`config.mk`:
```
export PLATFORM = sky130hd
export DESIGN_NAME = instr_sequencer
export DESIGN_NICKNAME = d
export VERILOG_FILES = /design/src/rtl/instr_sequencer.sv
export SDC_FILE = /design/constraint.sdc
export NUM_CORES = 1
export LEC_CHECK = 0
export CAP_MARGIN = 20
export CORE_MARGIN = 2
export CORE_UTILIZATION = 41
export CTS_BUF_LIST = sky130_fd_sc_hd__clkbuf_4
export CTS_CLUSTER_SIZE = 28
export DETAILED_ROUTE_END_ITERATION = 7
export GPL_TIMING_DRIVEN = 1
export PLACE_DENSITY = 0.82
export SLEW_MARGIN = 10
export SYNTH_ARGS = -nofsm -noshare
export SYNTH_HDL_FRONTEND = slang
export SYNTH_SLANG_ARGS = --single-unit
```
`constraint.sdc`:
```
create_clock -name clk -period 1.8 [get_ports clk]
set_input_delay 0.54 -clock clk [delete_from_list [all_inputs] [get_ports clk]]
set_output_delay 0.54 -clock clk [all_outputs]
set_load 0.1 [all_outputs]
```
`src/rtl/instr_sequencer.sv`:
```
// Multi-cycle instruction sequencer: fetches 16-bit words, decodes the opcode and
// sequences ALU launch, register write-back, PC increment / relative jump and halt.
`timescale 1ns/1ps

module instr_sequencer (
  input  logic        clk,
  input  logic        reset,
  input  logic        run,
  output logic        imem_req,
  input  logic        imem_ack,
  input  logic [15:0] imem_rdata,
  output logic        alu_start,
  input  logic        alu_done,
  input  logic        zero_flag,
  output logic [2:0]  alu_op,
  output logic [3:0]  rd,
  output logic [3:0]  rs,
  output logic [3:0]  rt,
  output logic        reg_we,
  output logic        pc_en,
  output logic        jmp,
  output logic [15:0] offset,
  output logic        halted,
  output logic        illegal
);

  typedef enum logic [2:0] {
    S_FETCH,
    S_DECODE,
    S_EXEC,
    S_WB,
    S_HALT
  } state_t;

  typedef enum logic [2:0] {
    K_NOP,
    K_ALU,
    K_JMP,
    K_BEQZ,
    K_HALT,
    K_ILL
  } kind_t;

  state_t      r_state;
  state_t      w_next;
  logic [15:0] r_ir;
  logic        r_first;
  logic        r_active;
  kind_t       w_kind;
  logic        w_fetch_go;

  always_comb begin
    w_kind = K_ILL;
    case (r_ir[15:12])
      4'h0:          w_kind = K_NOP;
      4'h1, 4'h2, 4'h3,
      4'h4, 4'h5, 4'h6,
      4'h7:          w_kind = K_ALU;
      4'h8:          w_kind = K_JMP;
      4'h9:          w_kind = K_BEQZ;
      4'hF:          w_kind = K_HALT;
      default:       w_kind = K_ILL;
    endcase
  end

  // r_active holds off fetch requests until the first clock edge after reset release.
  assign w_fetch_go = (r_state == S_FETCH) && run && r_active && imem_ack;

  always_ff @(posedge clk or negedge reset) begin
    if (!reset) begin
      r_state  <= S_FETCH;
      r_ir     <= '0;
      r_first  <= 1'b0;
      r_active <= 1'b0;
    end else begin
      r_state  <= w_next;
      r_active <= 1'b1;
      r_first  <= (r_state == S_DECODE);
      if (w_fetch_go) begin
        r_ir <= imem_rdata;
      end
    end
  end

  always_comb begin
    w_next    = r_state;
    imem_req  = 1'b0;
    alu_start = 1'b0;
    reg_we    = 1'b0;
    pc_en     = 1'b0;
    jmp       = 1'b0;
    halted    = 1'b0;
    illegal   = 1'b0;
    case (r_state)
      S_FETCH: begin
        imem_req = run && r_active;
        if (w_fetch_go) begin
          w_next = S_DECODE;
        end
      end
      S_DECODE: begin
        case (w_kind)
          K_NOP: begin
            pc_en  = 1'b1;
            w_next = S_FETCH;
          end
          K_ILL: begin
            illegal = 1'b1;
            pc_en   = 1'b1;
            w_next  = S_FETCH;
          end
          K_HALT:  w_next = S_HALT;
          default: w_next = S_EXEC;
        endcase
      end
      S_EXEC: begin
        case (w_kind)
          K_ALU: begin
            // A completion seen in the launch cycle itself is accepted.
            alu_start = r_first;
            if (alu_done) begin
              w_next = S_WB;
            end
          end
          K_JMP: begin
            jmp    = 1'b1;
            w_next = S_FETCH;
          end
          K_BEQZ: begin
            jmp    = zero_flag;
            pc_en  = !zero_flag;
            w_next = S_FETCH;
          end
          default: w_next = S_FETCH;
        endcase
      end
      S_WB: begin
        reg_we = 1'b1;
        pc_en  = 1'b1;
        w_next = S_FETCH;
      end
      S_HALT: begin
        halted = 1'b1;
      end
      default: w_next = S_FETCH;
    endcase
  end

  assign alu_op = r_ir[14:12];
  assign rd     = r_ir[11:8];
  assign rs     = r_ir[7:4];
  assign rt     = r_ir[3:0];
  assign offset = {{4{r_ir[11]}}, r_ir[11:0]};

endmodule

```
==> impl_metrics.xml, run 1 <==
<?xml version="1.0" encoding="UTF-8"?>
<metrics>
  <group name="outcome">
    <metric name="run_status" unit="">complete, but fails checks</metric>
    <metric name="failed_checks" unit="">negative setup slack</metric>
  </group>
  <group name="setup_path">
    <metric name="critical_path_required_time" unit="ns">1.26</metric>
    <metric name="cp_capture_type" unit="">output pin</metric>
    <metric name="startpoint_to_endpoint_class_of_the_critical_path" unit="">flip-flop to output pin</metric>
    <metric name="critical_path.slowest_cell" unit="">sky130_fd_sc_hd__dfrtp_2</metric>
    <metric name="crit_fanout" unit="">5</metric>
    <metric name="worst_r2r_path_depth" unit="">6</metric>
    <metric name="worstPathCellList" unit="">nor4b_1, o21a_1, and2_4, buf_12</metric>
    <metric name="critical_path_arrival" unit="ns">1.78</metric>
    <metric name="delay_of_the_slowest_cell_on_the_worst_path" unit="ns">0.49</metric>
    <metric name="startpoint_type_of_the_worst_setup_path" unit="">flip-flop</metric>
  </group>
  <group name="cts">
    <metric name="numCtsBuffers" unit="">3</metric>
    <metric name="clk_pin_slew" unit="ns">0.12</metric>
    <metric name="tritoncts" unit="">done</metric>
    <metric name="clock_tree.root_cell" unit="">sky130_fd_sc_hd__clkbuf_4</metric>
    <metric name="h_tree_level_count" unit="">1</metric>
    <metric name="clock_sinks" unit="">21</metric>
    <metric name="cts_buffer_depth" unit="">2</metric>
    <metric name="worstSkewPairLatency" unit="ns">0.30</metric>
    <metric name="ctsHoldBuffers" unit="">0</metric>
  </group>
  <group name="min_path">
    <metric name="min-delay-path-class" unit="">primary input to async pin</metric>
  </group>
  <group name="global_routing">
    <metric name="grt_first_pass_wirelength" unit="µm">5050</metric>
    <metric name="grt_antenna_before_repair" unit="">0</metric>
    <metric name="number_of_global_route_vias_before_repair" unit="">1119</metric>
    <metric name="maximum_number_of_pins_on_one_net_before_global_route_repair" unit="">22</metric>
    <metric name="grt_overflow_total" unit="">0</metric>
    <metric name="groute.usage.overall" unit="%">19.9</metric>
  </group>
  <group name="placement">
    <metric name="post-dp-hpwl" unit="µm">2150</metric>
    <metric name="post_dp_cell_area" unit="mm²">0.00216</metric>
    <metric name="port_buffers" unit="">59</metric>
    <metric name="routability_cong" unit="">0.679</metric>
  </group>
  <group name="route">
    <metric name="drt-pass1-iter-count" unit="">4</metric>
    <metric name="antenna_left" unit="">0</metric>
    <metric name="route.final.wire_length" unit="µm">3210</metric>
    <metric name="avgRoutedWirePerCell" unit="µm">16.9</metric>
    <metric name="vias" unit="">966</metric>
    <metric name="drt_iter0_drc" unit="">10</metric>
    <metric name="detail_route.vias_per_cell" unit="">5.08</metric>
    <metric name="drc_violation_count_after_routing" unit="">0</metric>
  </group>
  <group name="synthesis">
    <metric name="number_of_nets_in_the_synthesized_netlist" unit="">121</metric>
    <metric name="yosysSeqAreaShare" unit="%">44.0</metric>
    <metric name="yosys_register_bits" unit="">21</metric>
    <metric name="post_synth.cell_area_avg" unit="µm²">12.1</metric>
    <metric name="synthesis.yosys.warnings" unit="">0</metric>
    <metric name="async_flop_share" unit="%">100</metric>
    <metric name="synth_cell_types" unit="">27</metric>
    <metric name="post_syn_instances" unit="">99</metric>
    <metric name="synth_enable_flop_cells" unit="">0</metric>
    <metric name="synth_flop_cell" unit="">sky130_fd_sc_hd__dfrtp_1</metric>
    <metric name="netlist_area_before_placement" unit="mm²">0.00119</metric>
  </group>
  <group name="sta">
    <metric name="layout_min_cycle_time" unit="ns">2.32</metric>
    <metric name="layout_worst_path_cycle_share" unit="%">129</metric>
    <metric name="post_route_clock_skew" unit="ns">0.00802</metric>
    <metric name="maxSlewViolCount" unit="">0</metric>
    <metric name="max_freq" unit="MHz">430</metric>
    <metric name="final_number_of_hold_violating_endpoints" unit="">0</metric>
    <metric name="final_number_of_setup_violating_endpoints" unit="">7</metric>
    <metric name="grt_setup_unrepaired" unit="">true</metric>
    <metric name="final_critical_path_setup_slack" unit="ns">-0.525</metric>
  </group>
  <group name="die">
    <metric name="die_x" unit="µm">58.0</metric>
    <metric name="placeableCoreArea" unit="mm²">0.00276</metric>
    <metric name="floorplan.die_area" unit="mm²">0.00336</metric>
    <metric name="chipHeight" unit="µm">58.0</metric>
    <metric name="io_pins" unit="">60</metric>
    <metric name="core.rowCount" unit="">19</metric>
    <metric name="effective_utilization_at_floorplan" unit="%">43.3</metric>
  </group>
  <group name="layout">
    <metric name="layout.cell_area.non_filler" unit="mm²">0.00237</metric>
    <metric name="fraction_of_final_layout_cells_with_drive_strength_greater_than_1" unit="%">71.7</metric>
    <metric name="design.final.nets" unit="">182</metric>
    <metric name="fin_util" unit="%">86.1</metric>
    <metric name="diode_insertion_count_for_antenna_repair" unit="">0</metric>
    <metric name="syn_to_final_growth" unit="%">98.7</metric>
  </group>
  <group name="run">
    <metric name="maxCapViolations" unit="">0</metric>
  </group>
</metrics>
==> placed cells by master (no fill, tap or decap), drive strengths merged <==
cell type,netlist,final
mux2,16,16
conb,1,1
inv,1,1
a311oi,1,1
clkdlybuf4s50,0,20
nand2b,1,1
dlygate4sd2,0,1
nor4b,2,2
a22o,1,1
o32ai,1,1
and3,1,1
clkbuf,0,3
dfrtp,21,21
nor4,2,2
o21bai,1,1
o21ai,2,2
nor3b,2,2
nand2,3,3
buf,32,67
or2,1,1
nand3,2,2
and2,2,2
nand4,1,1
nor2,2,2
nor2b,2,2
clkinv,0,1
o21a,1,1
==> flip-flops by register name (all words and copies together) (netlist names) <==
register  cells
r_active      1
r_first       1
r_ir         16
r_state       3
==> metrics by stage <==
stage               setup TNS (ns)  worst slack [ns]  instances  hold WS (ns)
finish                       -1.94            -0.525        190         0.558
detailed placement           -3.15            -0.267        174         0.492
CTS                          -1.80            -0.415        184         0.530
floorplan                   -0.726            -0.431         99         0.244
global route                 -2.48            -0.608        190         0.574
global placement             -3.04            -0.251        174         0.465
==> timing repair <==
action,in CTS,in global routing
pin swaps,12,11
endpoints found under the setup margin,13,8
buffers inserted,6,6
gates resized for setup,19,8
==> synth_stat cells (2+ instances only) <==
master	n	area (µm²)
sky130_fd_sc_hd__nor4_1	2	12.5
sky130_fd_sc_hd__mux2_2	6	67.6
sky130_fd_sc_hd__nor4b_1	2	17.5
sky130_fd_sc_hd__nor3b_1	2	15.0
sky130_fd_sc_hd__o21ai_0	2	10.0
sky130_fd_sc_hd__and2_1	2	12.5
sky130_fd_sc_hd__mux2_4	10	150
sky130_fd_sc_hd__nand3_1	2	10.0
sky130_fd_sc_hd__dfrtp_1	21	526
sky130_fd_sc_hd__buf_4	31	233
sky130_fd_sc_hd__nand2_1	3	11.3
==> layout make-up <==
type                            count  area, µm²
Tap cell                           31       38.8
Sequential cell                    21        534
Fill cell                         116        383
Multi-Input combinational cell     45        552
Inverter                            1       3.75
Clock buffer                        3       22.5
Clock inverter                      1       5.00
Timing Repair Buffer               88       1220
==> critical path, delay by kind of cell (launching register included) <==
family / cells / cell delay, ns
flip-flops: 1 / 0.49
AND/OR/NAND/NOR: 2 / 0.60
buffers and inverters: 1 / 0.16
AO/OA/AOI/OAI: 1 / 0.23
==> logic make-up (layout without fill, tap and decap cells) <==
| logic type | Yosys count | after routing | share of synthesized area, % |
|---|---|---|---|
| simple gates | 21 | 21 | 12.5 |
| buf+inv | 33 | 93 | 20.7 |
| mux | 16 | 16 | 18.2 |
| flops | 21 | 21 | 44.0 |
| compound gates | 7 | 7 | 4.29 |
| other cells | 1 | 1 | 0.314 |
==> metal layers <==
layer / track usage (%) / vias to the layer above / wire length, µm
met5: 0 / - / 0
met4: 9.30 / 0 / 56
met1: 22.6 / 475 / 1140
li1: - / 430 / -
met3: 7.37 / 6 / 297
met2: 33.1 / 55 / 1710
==> final timing paths <==
| path | slack [ns] | from | endpoint |
|---|---|---|---|
| worst min-delay path | 0.56 | reset | r_ir[7]$_DFFE_PN0P_ |
| worst max-delay path | -0.52 | r_state[0]$_DFFE_PN0P_ | alu_start |
| min in group clk | 0.56 | r_state[2]$_DFFE_PN0P_ | r_state[1]$_DFFE_PN0P_ |
| worst min register to register | 0.56 | r_state[2]$_DFFE_PN0P_ | r_state[1]$_DFFE_PN0P_ |
| max in group asynchronous | 1.00 | reset | r_state[2]$_DFFE_PN0P_ |
| worst max register to register | 0.15 | r_ir[14]$_DFFE_PN0P_ | r_state[0]$_DFFE_PN0P_ |
Power of run 1 is left out: the tool's default activity adds up to more than one toggle a clock period on the data nets, which glitch-free logic cannot reach.
==> run 2, diff against run 1 <==
--- a/config.mk
+++ b/config.mk
@@ -7,12 +7,12 @@
 export LEC_CHECK = 0
 export CAP_MARGIN = 20
 export CORE_MARGIN = 2
-export CORE_UTILIZATION = 41
+export CORE_UTILIZATION = 35
 export CTS_BUF_LIST = sky130_fd_sc_hd__clkbuf_4
 export CTS_CLUSTER_SIZE = 28
 export DETAILED_ROUTE_END_ITERATION = 7
 export GPL_TIMING_DRIVEN = 1
-export PLACE_DENSITY = 0.82
+export PLACE_DENSITY = 0.72
 export SLEW_MARGIN = 10
 export SYNTH_ARGS = -nofsm -noshare
 export SYNTH_HDL_FRONTEND = slang
==> run 2 against run 1 <==
  * The flow still finishes with violations (negative setup slack)
  * Routed wire length decreased by 1.7%
  * Sequential share of layout area fell by 0.66 points
  * Final area increased by 2.5%
  * Critical path depth increased by 1
  * Fmax up 2.8%
  * Critical endpoint unchanged
  * Count of clock-buffer cells in the layout increased by 1
  * Register-to-register slack got worse by 0.11 ns
  * Via count fell by 0.83%
==> impl_metrics.xml, run 2 (same netlist as run 1, synthesis figures left out) <==
<?xml version="1.0" encoding="UTF-8"?>
<metrics>
  <group name="setup_path">
    <metric name="crit_fanout" unit="">4</metric>
    <metric name="startpoint_type_of_the_worst_setup_path" unit="">flip-flop</metric>
    <metric name="critical_path.slowest_cell" unit="">sky130_fd_sc_hd__dfrtp_2</metric>
    <metric name="timing.critical_path.max_delay_family" unit="">flip-flops</metric>
    <metric name="cp_capture_type" unit="">output pin</metric>
    <metric name="worstPathCellList" unit="">buf_4, nor4b_2, o21a_1, and2_4, buf_12</metric>
    <metric name="delay_of_the_slowest_cell_on_the_worst_path" unit="ns">0.46</metric>
    <metric name="critical_path_arrival" unit="ns">1.72</metric>
    <metric name="worst_r2r_path_depth" unit="">8</metric>
    <metric name="startpoint_to_endpoint_class_of_the_critical_path" unit="">flip-flop to output pin</metric>
    <metric name="worst-path-stages" unit="">5</metric>
    <metric name="critical_path_required_time" unit="ns">1.26</metric>
    <metric name="worstPathBufferInverterCount" unit="">2</metric>
  </group>
  <group name="cts">
    <metric name="numCtsBuffers" unit="">3</metric>
    <metric name="h_tree_level_count" unit="">1</metric>
    <metric name="clock_sinks" unit="">21</metric>
    <metric name="ctsHoldBuffers" unit="">0</metric>
    <metric name="clk_pin_slew" unit="ns">0.12</metric>
    <metric name="clock_tree.root_cell" unit="">sky130_fd_sc_hd__clkbuf_4</metric>
    <metric name="tritoncts" unit="">done</metric>
    <metric name="worstSkewPairLatency" unit="ns">0.29</metric>
    <metric name="cts_buffer_depth" unit="">2</metric>
  </group>
  <group name="die">
    <metric name="placeableCoreArea" unit="mm²">0.00331</metric>
    <metric name="floorplan.die_area" unit="mm²">0.00390</metric>
    <metric name="chipHeight" unit="µm">62.4</metric>
    <metric name="io_pins" unit="">60</metric>
    <metric name="effective_utilization_at_floorplan" unit="%">36.1</metric>
    <metric name="die_x" unit="µm">62.4</metric>
    <metric name="core.rowCount" unit="">21</metric>
  </group>
  <group name="route">
    <metric name="antenna_left" unit="">0</metric>
    <metric name="drc_violation_count_after_routing" unit="">0</metric>
    <metric name="avgRoutedWirePerCell" unit="µm">15.3</metric>
    <metric name="route.final.wire_length" unit="µm">3160</metric>
    <metric name="drt-pass1-iter-count" unit="">4</metric>
    <metric name="detail_route.vias_per_cell" unit="">4.65</metric>
    <metric name="vias" unit="">958</metric>
    <metric name="drt_iter0_drc" unit="">7</metric>
  </group>
  <group name="run">
    <metric name="maxCapViolations" unit="">0</metric>
  </group>
  <group name="layout">
    <metric name="mostFrequentLayoutCell" unit="">sky130_fd_sc_hd__buf_12</metric>
    <metric name="design.final.nets" unit="">183</metric>
    <metric name="syn_to_final_growth" unit="%">104</metric>
    <metric name="registers.top_by_ff_count" unit="">r_ir</metric>
    <metric name="reg_top3" unit="">r_ir x16, r_state x3</metric>
    <metric name="fraction_of_final_layout_cells_with_drive_strength_greater_than_1" unit="%">70.6</metric>
    <metric name="largest_register_ffs" unit="">16</metric>
    <metric name="layout.cells.most_common_list" unit="">sky130_fd_sc_hd__buf_12, sky130_fd_sc_hd__buf_4, sky130_fd_sc_hd__clkdlybuf4s50_1</metric>
    <metric name="diode_insertion_count_for_antenna_repair" unit="">0</metric>
  </group>
  <group name="sta">
    <metric name="layout_worst_path_cycle_share" unit="%">126</metric>
    <metric name="timing.setup.tns" unit="ns">-2.10</metric>
    <metric name="grt_setup_unrepaired" unit="">true</metric>
    <metric name="post_route_clock_skew" unit="ns">0.00864</metric>
    <metric name="maxSlewViolCount" unit="">0</metric>
    <metric name="max_freq" unit="MHz">442</metric>
    <metric name="final_number_of_hold_violating_endpoints" unit="">0</metric>
    <metric name="layout_min_cycle_time" unit="ns">2.26</metric>
    <metric name="final_critical_path_setup_slack" unit="ns">-0.462</metric>
    <metric name="final_number_of_setup_violating_endpoints" unit="">7</metric>
  </group>
  <group name="placement">
    <metric name="routability_cong" unit="">0.878</metric>
    <metric name="port_buffers" unit="">59</metric>
    <metric name="post-dp-hpwl" unit="µm">2340</metric>
  </group>
  <group name="global_routing">
    <metric name="number_of_global_route_vias_before_repair" unit="">1054</metric>
    <metric name="grt_antenna_before_repair" unit="">0</metric>
    <metric name="maximum_number_of_pins_on_one_net_before_global_route_repair" unit="">22</metric>
    <metric name="groute.usage.overall" unit="%">17.0</metric>
    <metric name="grt_overflow_total" unit="">0</metric>
    <metric name="grt_first_pass_wirelength" unit="µm">5110</metric>
  </group>
  <group name="min_path">
    <metric name="min-delay-path-class" unit="">primary input to async pin</metric>
  </group>
  <group name="outcome">
    <metric name="failed_checks" unit="">negative setup slack</metric>
    <metric name="run_status" unit="">complete, but fails checks</metric>
  </group>
</metrics>
run 2: area by class of cell:
class / count / area [µm²]
repair buffers: 89 / 1240
flip-flops and latches: 21 / 532
inverters: 1 / 3.75
clock buffers: 4 / 30.0
well taps: 46 / 57.6
multi-input cells: 45 / 569
fillers: 206 / 876
run 2: worst register-to-register path: stages, from the launching register on:
cell	delay (ns)
sky130_fd_sc_hd__dfrtp_2	0.46
sky130_fd_sc_hd__buf_6	0.15
sky130_fd_sc_hd__buf_12	0.12
sky130_fd_sc_hd__nor2b_4	0.10
sky130_fd_sc_hd__buf_4	0.10
sky130_fd_sc_hd__buf_4	0.10
sky130_fd_sc_hd__nand4_4	0.13
sky130_fd_sc_hd__buf_4	0.20
sky130_fd_sc_hd__mux2_4	0.29
run 2: layer usage:
layer	vias to the layer above	global-route usage, %	wire length, µm
li1	434	-	-
met1	465	16.8	1090
met2	49	29.8	1660
met3	10	7.57	274
met4	0	8.61	133
met5	-	0	0
run 2: path summary, 6_finish.rpt:
| path | slack, ns | from | endpoint |
|---|---|---|---|
| min in group clk | 0.61 | r_ir[15]$_DFFE_PN0P_ | r_ir[15]$_DFFE_PN0P_ |
| setup reg to reg | 0.04 | r_state[2]$_DFFE_PN0P_ | r_ir[9]$_DFFE_PN0P_ |
| hold reg to reg | 0.61 | r_ir[15]$_DFFE_PN0P_ | r_ir[15]$_DFFE_PN0P_ |
| hold / removal | 0.58 | reset | r_ir[11]$_DFFE_PN0P_ |
| max in group asynchronous | 0.99 | reset | r_ir[14]$_DFFE_PN0P_ |
| setup / recovery | -0.46 | r_ir[15]$_DFFE_PN0P_ | alu_start |
run 2: repair_timing:
item / in CTS / in global routing
pin swaps: 6 / 7
resized for setup: 19 / 8
setup endpoints to repair: 13 / 8
buffers inserted: 6 / 6
run 2: stage by stage:
stage          instances  hold WS, ns  util (%)  cell area (µm²)  worst slack [ns]
2_1_floorplan         99        0.244         -             1250            -0.431
3_3_place_gp         190        0.572      65.9             2180            -0.256
3_5_place_dp         190        0.579      65.9             2180            -0.291
4_1_cts              200        0.593      70.7             2340            -0.441
5_1_grt              206        0.608      73.5             2430            -0.536
6_report             206        0.585      73.5             2430            -0.462
Power of run 2 is left out for the same reason.
==> run 3, diff against run 2 <==
--- a/config.mk
+++ b/config.mk
@@ -6,13 +6,14 @@
 export NUM_CORES = 1
 export LEC_CHECK = 0
 export CAP_MARGIN = 20
+export CORE_ASPECT_RATIO = 0.9
 export CORE_MARGIN = 2
-export CORE_UTILIZATION = 35
+export CORE_UTILIZATION = 41
 export CTS_BUF_LIST = sky130_fd_sc_hd__clkbuf_4
-export CTS_CLUSTER_SIZE = 28
+export CTS_CLUSTER_SIZE = 40
 export DETAILED_ROUTE_END_ITERATION = 7
 export GPL_TIMING_DRIVEN = 1
-export PLACE_DENSITY = 0.72
+export PLACE_DENSITY = 0.82
 export SLEW_MARGIN = 10
 export SYNTH_ARGS = -nofsm -noshare
 export SYNTH_HDL_FRONTEND = slang
==> run 3 against run 2 <==
  * The run still ends with negative setup slack left
  * Sequential cell count unchanged
  * Sequential share of layout area up 0.48 points
  * Final area down 1.9%
  * Cell count down 3.4%
  * Via count up 0.94%
  * Global-route usage up 4.2 points
  * Fmax down 0.11%
  * Count of clock-buffer cells in the layout down 1
  * Routed wire length up 8.0%
  * Critical path type unchanged
  * Critical endpoint is now pc_en
==> impl_metrics.xml, run 3 (same netlist as run 1, synthesis figures left out) <==
<?xml version="1.0" encoding="UTF-8"?>
<metrics>
  <group name="outcome">
    <metric name="run_status" unit="">complete, but fails checks</metric>
    <metric name="failed_checks" unit="">negative setup slack</metric>
  </group>
  <group name="die">
    <metric name="core.rowCount" unit="">18</metric>
    <metric name="die_x" unit="µm">60.9</metric>
    <metric name="placeableCoreArea" unit="mm²">0.00277</metric>
    <metric name="floorplan.die_area" unit="mm²">0.00336</metric>
    <metric name="chipHeight" unit="µm">55.2</metric>
    <metric name="effective_utilization_at_floorplan" unit="%">43.1</metric>
    <metric name="io_pins" unit="">60</metric>
  </group>
  <group name="layout">
    <metric name="fraction_of_final_layout_cells_with_drive_strength_greater_than_1" unit="%">71.1</metric>
    <metric name="syn_to_final_growth" unit="%">99.9</metric>
    <metric name="registers.top_by_ff_count" unit="">r_ir</metric>
    <metric name="multi_input_area" unit="µm²">544</metric>
    <metric name="reg_top3" unit="">r_ir x16, r_state x3</metric>
    <metric name="diode_insertion_count_for_antenna_repair" unit="">0</metric>
    <metric name="seqCellArea" unit="µm²">533</metric>
    <metric name="design.final.nets" unit="">182</metric>
    <metric name="layout.cells.most_common_list" unit="">sky130_fd_sc_hd__buf_12, sky130_fd_sc_hd__buf_4, sky130_fd_sc_hd__clkdlybuf4s50_1</metric>
    <metric name="layout.cells.non_filler" unit="">199</metric>
    <metric name="mostFrequentLayoutCell" unit="">sky130_fd_sc_hd__buf_12</metric>
    <metric name="largest_register_ffs" unit="">16</metric>
    <metric name="final.fill_count" unit="">116</metric>
    <metric name="layout.cell_area.non_filler" unit="mm²">0.00239</metric>
  </group>
  <group name="cts">
    <metric name="clk_pin_slew" unit="ns">0.12</metric>
    <metric name="worstSkewPairLatency" unit="ns">0.32</metric>
    <metric name="cts_buffer_depth" unit="">2</metric>
    <metric name="tritoncts" unit="">done</metric>
    <metric name="clock_tree.root_cell" unit="">sky130_fd_sc_hd__clkbuf_4</metric>
    <metric name="clock_sinks" unit="">21</metric>
    <metric name="numCtsBuffers" unit="">3</metric>
    <metric name="h_tree_level_count" unit="">1</metric>
  </group>
  <group name="placement">
    <metric name="port_buffers" unit="">59</metric>
    <metric name="post-dp-hpwl" unit="µm">2250</metric>
    <metric name="routability_cong" unit="">0.770</metric>
    <metric name="numPlacedInstances" unit="">184</metric>
    <metric name="post_dp_cell_area" unit="mm²">0.00218</metric>
  </group>
  <group name="min_path">
    <metric name="min-delay-path-class" unit="">flip-flop to flip-flop</metric>
  </group>
  <group name="sta">
    <metric name="final_number_of_setup_violating_endpoints" unit="">7</metric>
    <metric name="final_number_of_hold_violating_endpoints" unit="">0</metric>
    <metric name="grt_setup_unrepaired" unit="">true</metric>
    <metric name="max_freq" unit="MHz">442</metric>
    <metric name="layout_min_cycle_time" unit="ns">2.26</metric>
    <metric name="post_route_clock_skew" unit="ns">0.00292</metric>
    <metric name="layout_worst_path_cycle_share" unit="%">126</metric>
    <metric name="final_critical_path_setup_slack" unit="ns">-0.464</metric>
    <metric name="timing.setup.tns" unit="ns">-2.07</metric>
    <metric name="maxSlewViolCount" unit="">0</metric>
  </group>
  <group name="route">
    <metric name="drt-pass1-iter-count" unit="">4</metric>
    <metric name="antenna_left" unit="">0</metric>
    <metric name="route.final.wire_length" unit="µm">3410</metric>
    <metric name="detail_route.vias_per_cell" unit="">4.86</metric>
    <metric name="drt_iter0_drc" unit="">31</metric>
    <metric name="vias" unit="">967</metric>
    <metric name="drc_violation_count_after_routing" unit="">0</metric>
    <metric name="avgRoutedWirePerCell" unit="µm">17.1</metric>
  </group>
  <group name="setup_path">
    <metric name="startpoint_type_of_the_worst_setup_path" unit="">flip-flop</metric>
    <metric name="startpoint_to_endpoint_class_of_the_critical_path" unit="">flip-flop to output pin</metric>
    <metric name="worstPathCellList" unit="">nor4_4, a311oi_2, o32ai_4, buf_12</metric>
    <metric name="worstPathBufferInverterCount" unit="">1</metric>
    <metric name="delay_of_the_slowest_cell_on_the_worst_path" unit="ns">0.47</metric>
    <metric name="critical_path.slowest_cell" unit="">sky130_fd_sc_hd__dfrtp_2</metric>
    <metric name="timing.critical_path.max_delay_family" unit="">flip-flops</metric>
    <metric name="critical_path_arrival" unit="ns">1.72</metric>
    <metric name="cp_capture_type" unit="">output pin</metric>
    <metric name="crit_fanout" unit="">4</metric>
    <metric name="critical_path_required_time" unit="ns">1.26</metric>
  </group>
  <group name="global_routing">
    <metric name="groute.usage.overall" unit="%">21.1</metric>
    <metric name="number_of_global_route_vias_before_repair" unit="">1060</metric>
    <metric name="grt_first_pass_wirelength" unit="µm">5270</metric>
    <metric name="maximum_number_of_pins_on_one_net_before_global_route_repair" unit="">22</metric>
    <metric name="grt_antenna_before_repair" unit="">0</metric>
    <metric name="grt_overflow_total" unit="">0</metric>
  </group>
  <group name="run">
    <metric name="maxCapViolations" unit="">0</metric>
  </group>
</metrics>
[run 3: area by class of cell]
cell class | count | area share, %
Inverter | 1 | 0.157
Tap cell | 40 | 2.10
Clock buffer | 3 | 0.943
Timing Repair Buffer | 88 | 51.4
Sequential cell | 21 | 22.3
Clock inverter | 1 | 0.314
Multi-Input combinational cell | 45 | 22.8
[run 3: worst paths after layout]
path,slack [ns],to,startpoint,cells after the start
hold reg to reg,0.56,r_state[1]$_DFFE_PN0P_,r_state[2]$_DFFE_PN0P_,1
setup / recovery,-0.46,pc_en,r_ir[15]$_DFFE_PN0P_,4
max in group asynchronous,1.00,r_state[2]$_DFFE_PN0P_,reset,2
min in group asynchronous,0.57,r_active$_DFF_PN0_,reset,2
hold / removal,0.56,r_state[1]$_DFFE_PN0P_,r_state[2]$_DFFE_PN0P_,1
setup reg to reg,0.05,r_state[0]$_DFFE_PN0P_,r_ir[14]$_DFFE_PN0P_,7
[run 3: layer usage]
layer | wire length, µm | GRT usage, % | share of wire [%]
met2 | 1760 | 35.0 | 52
met1 | 1280 | 24.3 | 38
met3 | 292 | 9.60 | 8.6
met5 | 0 | 0 | 0
met4 | 68 | 5.59 | 2.0
[run 3: what timing repair did]
item,CTS,global route
gates resized for setup,21,3
setup endpoints to repair,13,8
hold buffers,0,0
pin swaps,14,6
buffers inserted,6,5
[run 3: through the flow]
step	hold WS (ns)	util, %	setup slack [ns]
floorplan	0.244	-	-0.431
global placement	0.465	78.5	-0.255
detailed placement	0.494	78.5	-0.278
CTS	0.541	84.0	-0.420
global route	0.575	86.2	-0.528
finish	0.562	86.2	-0.464
Power of run 3 is left out for the same reason.
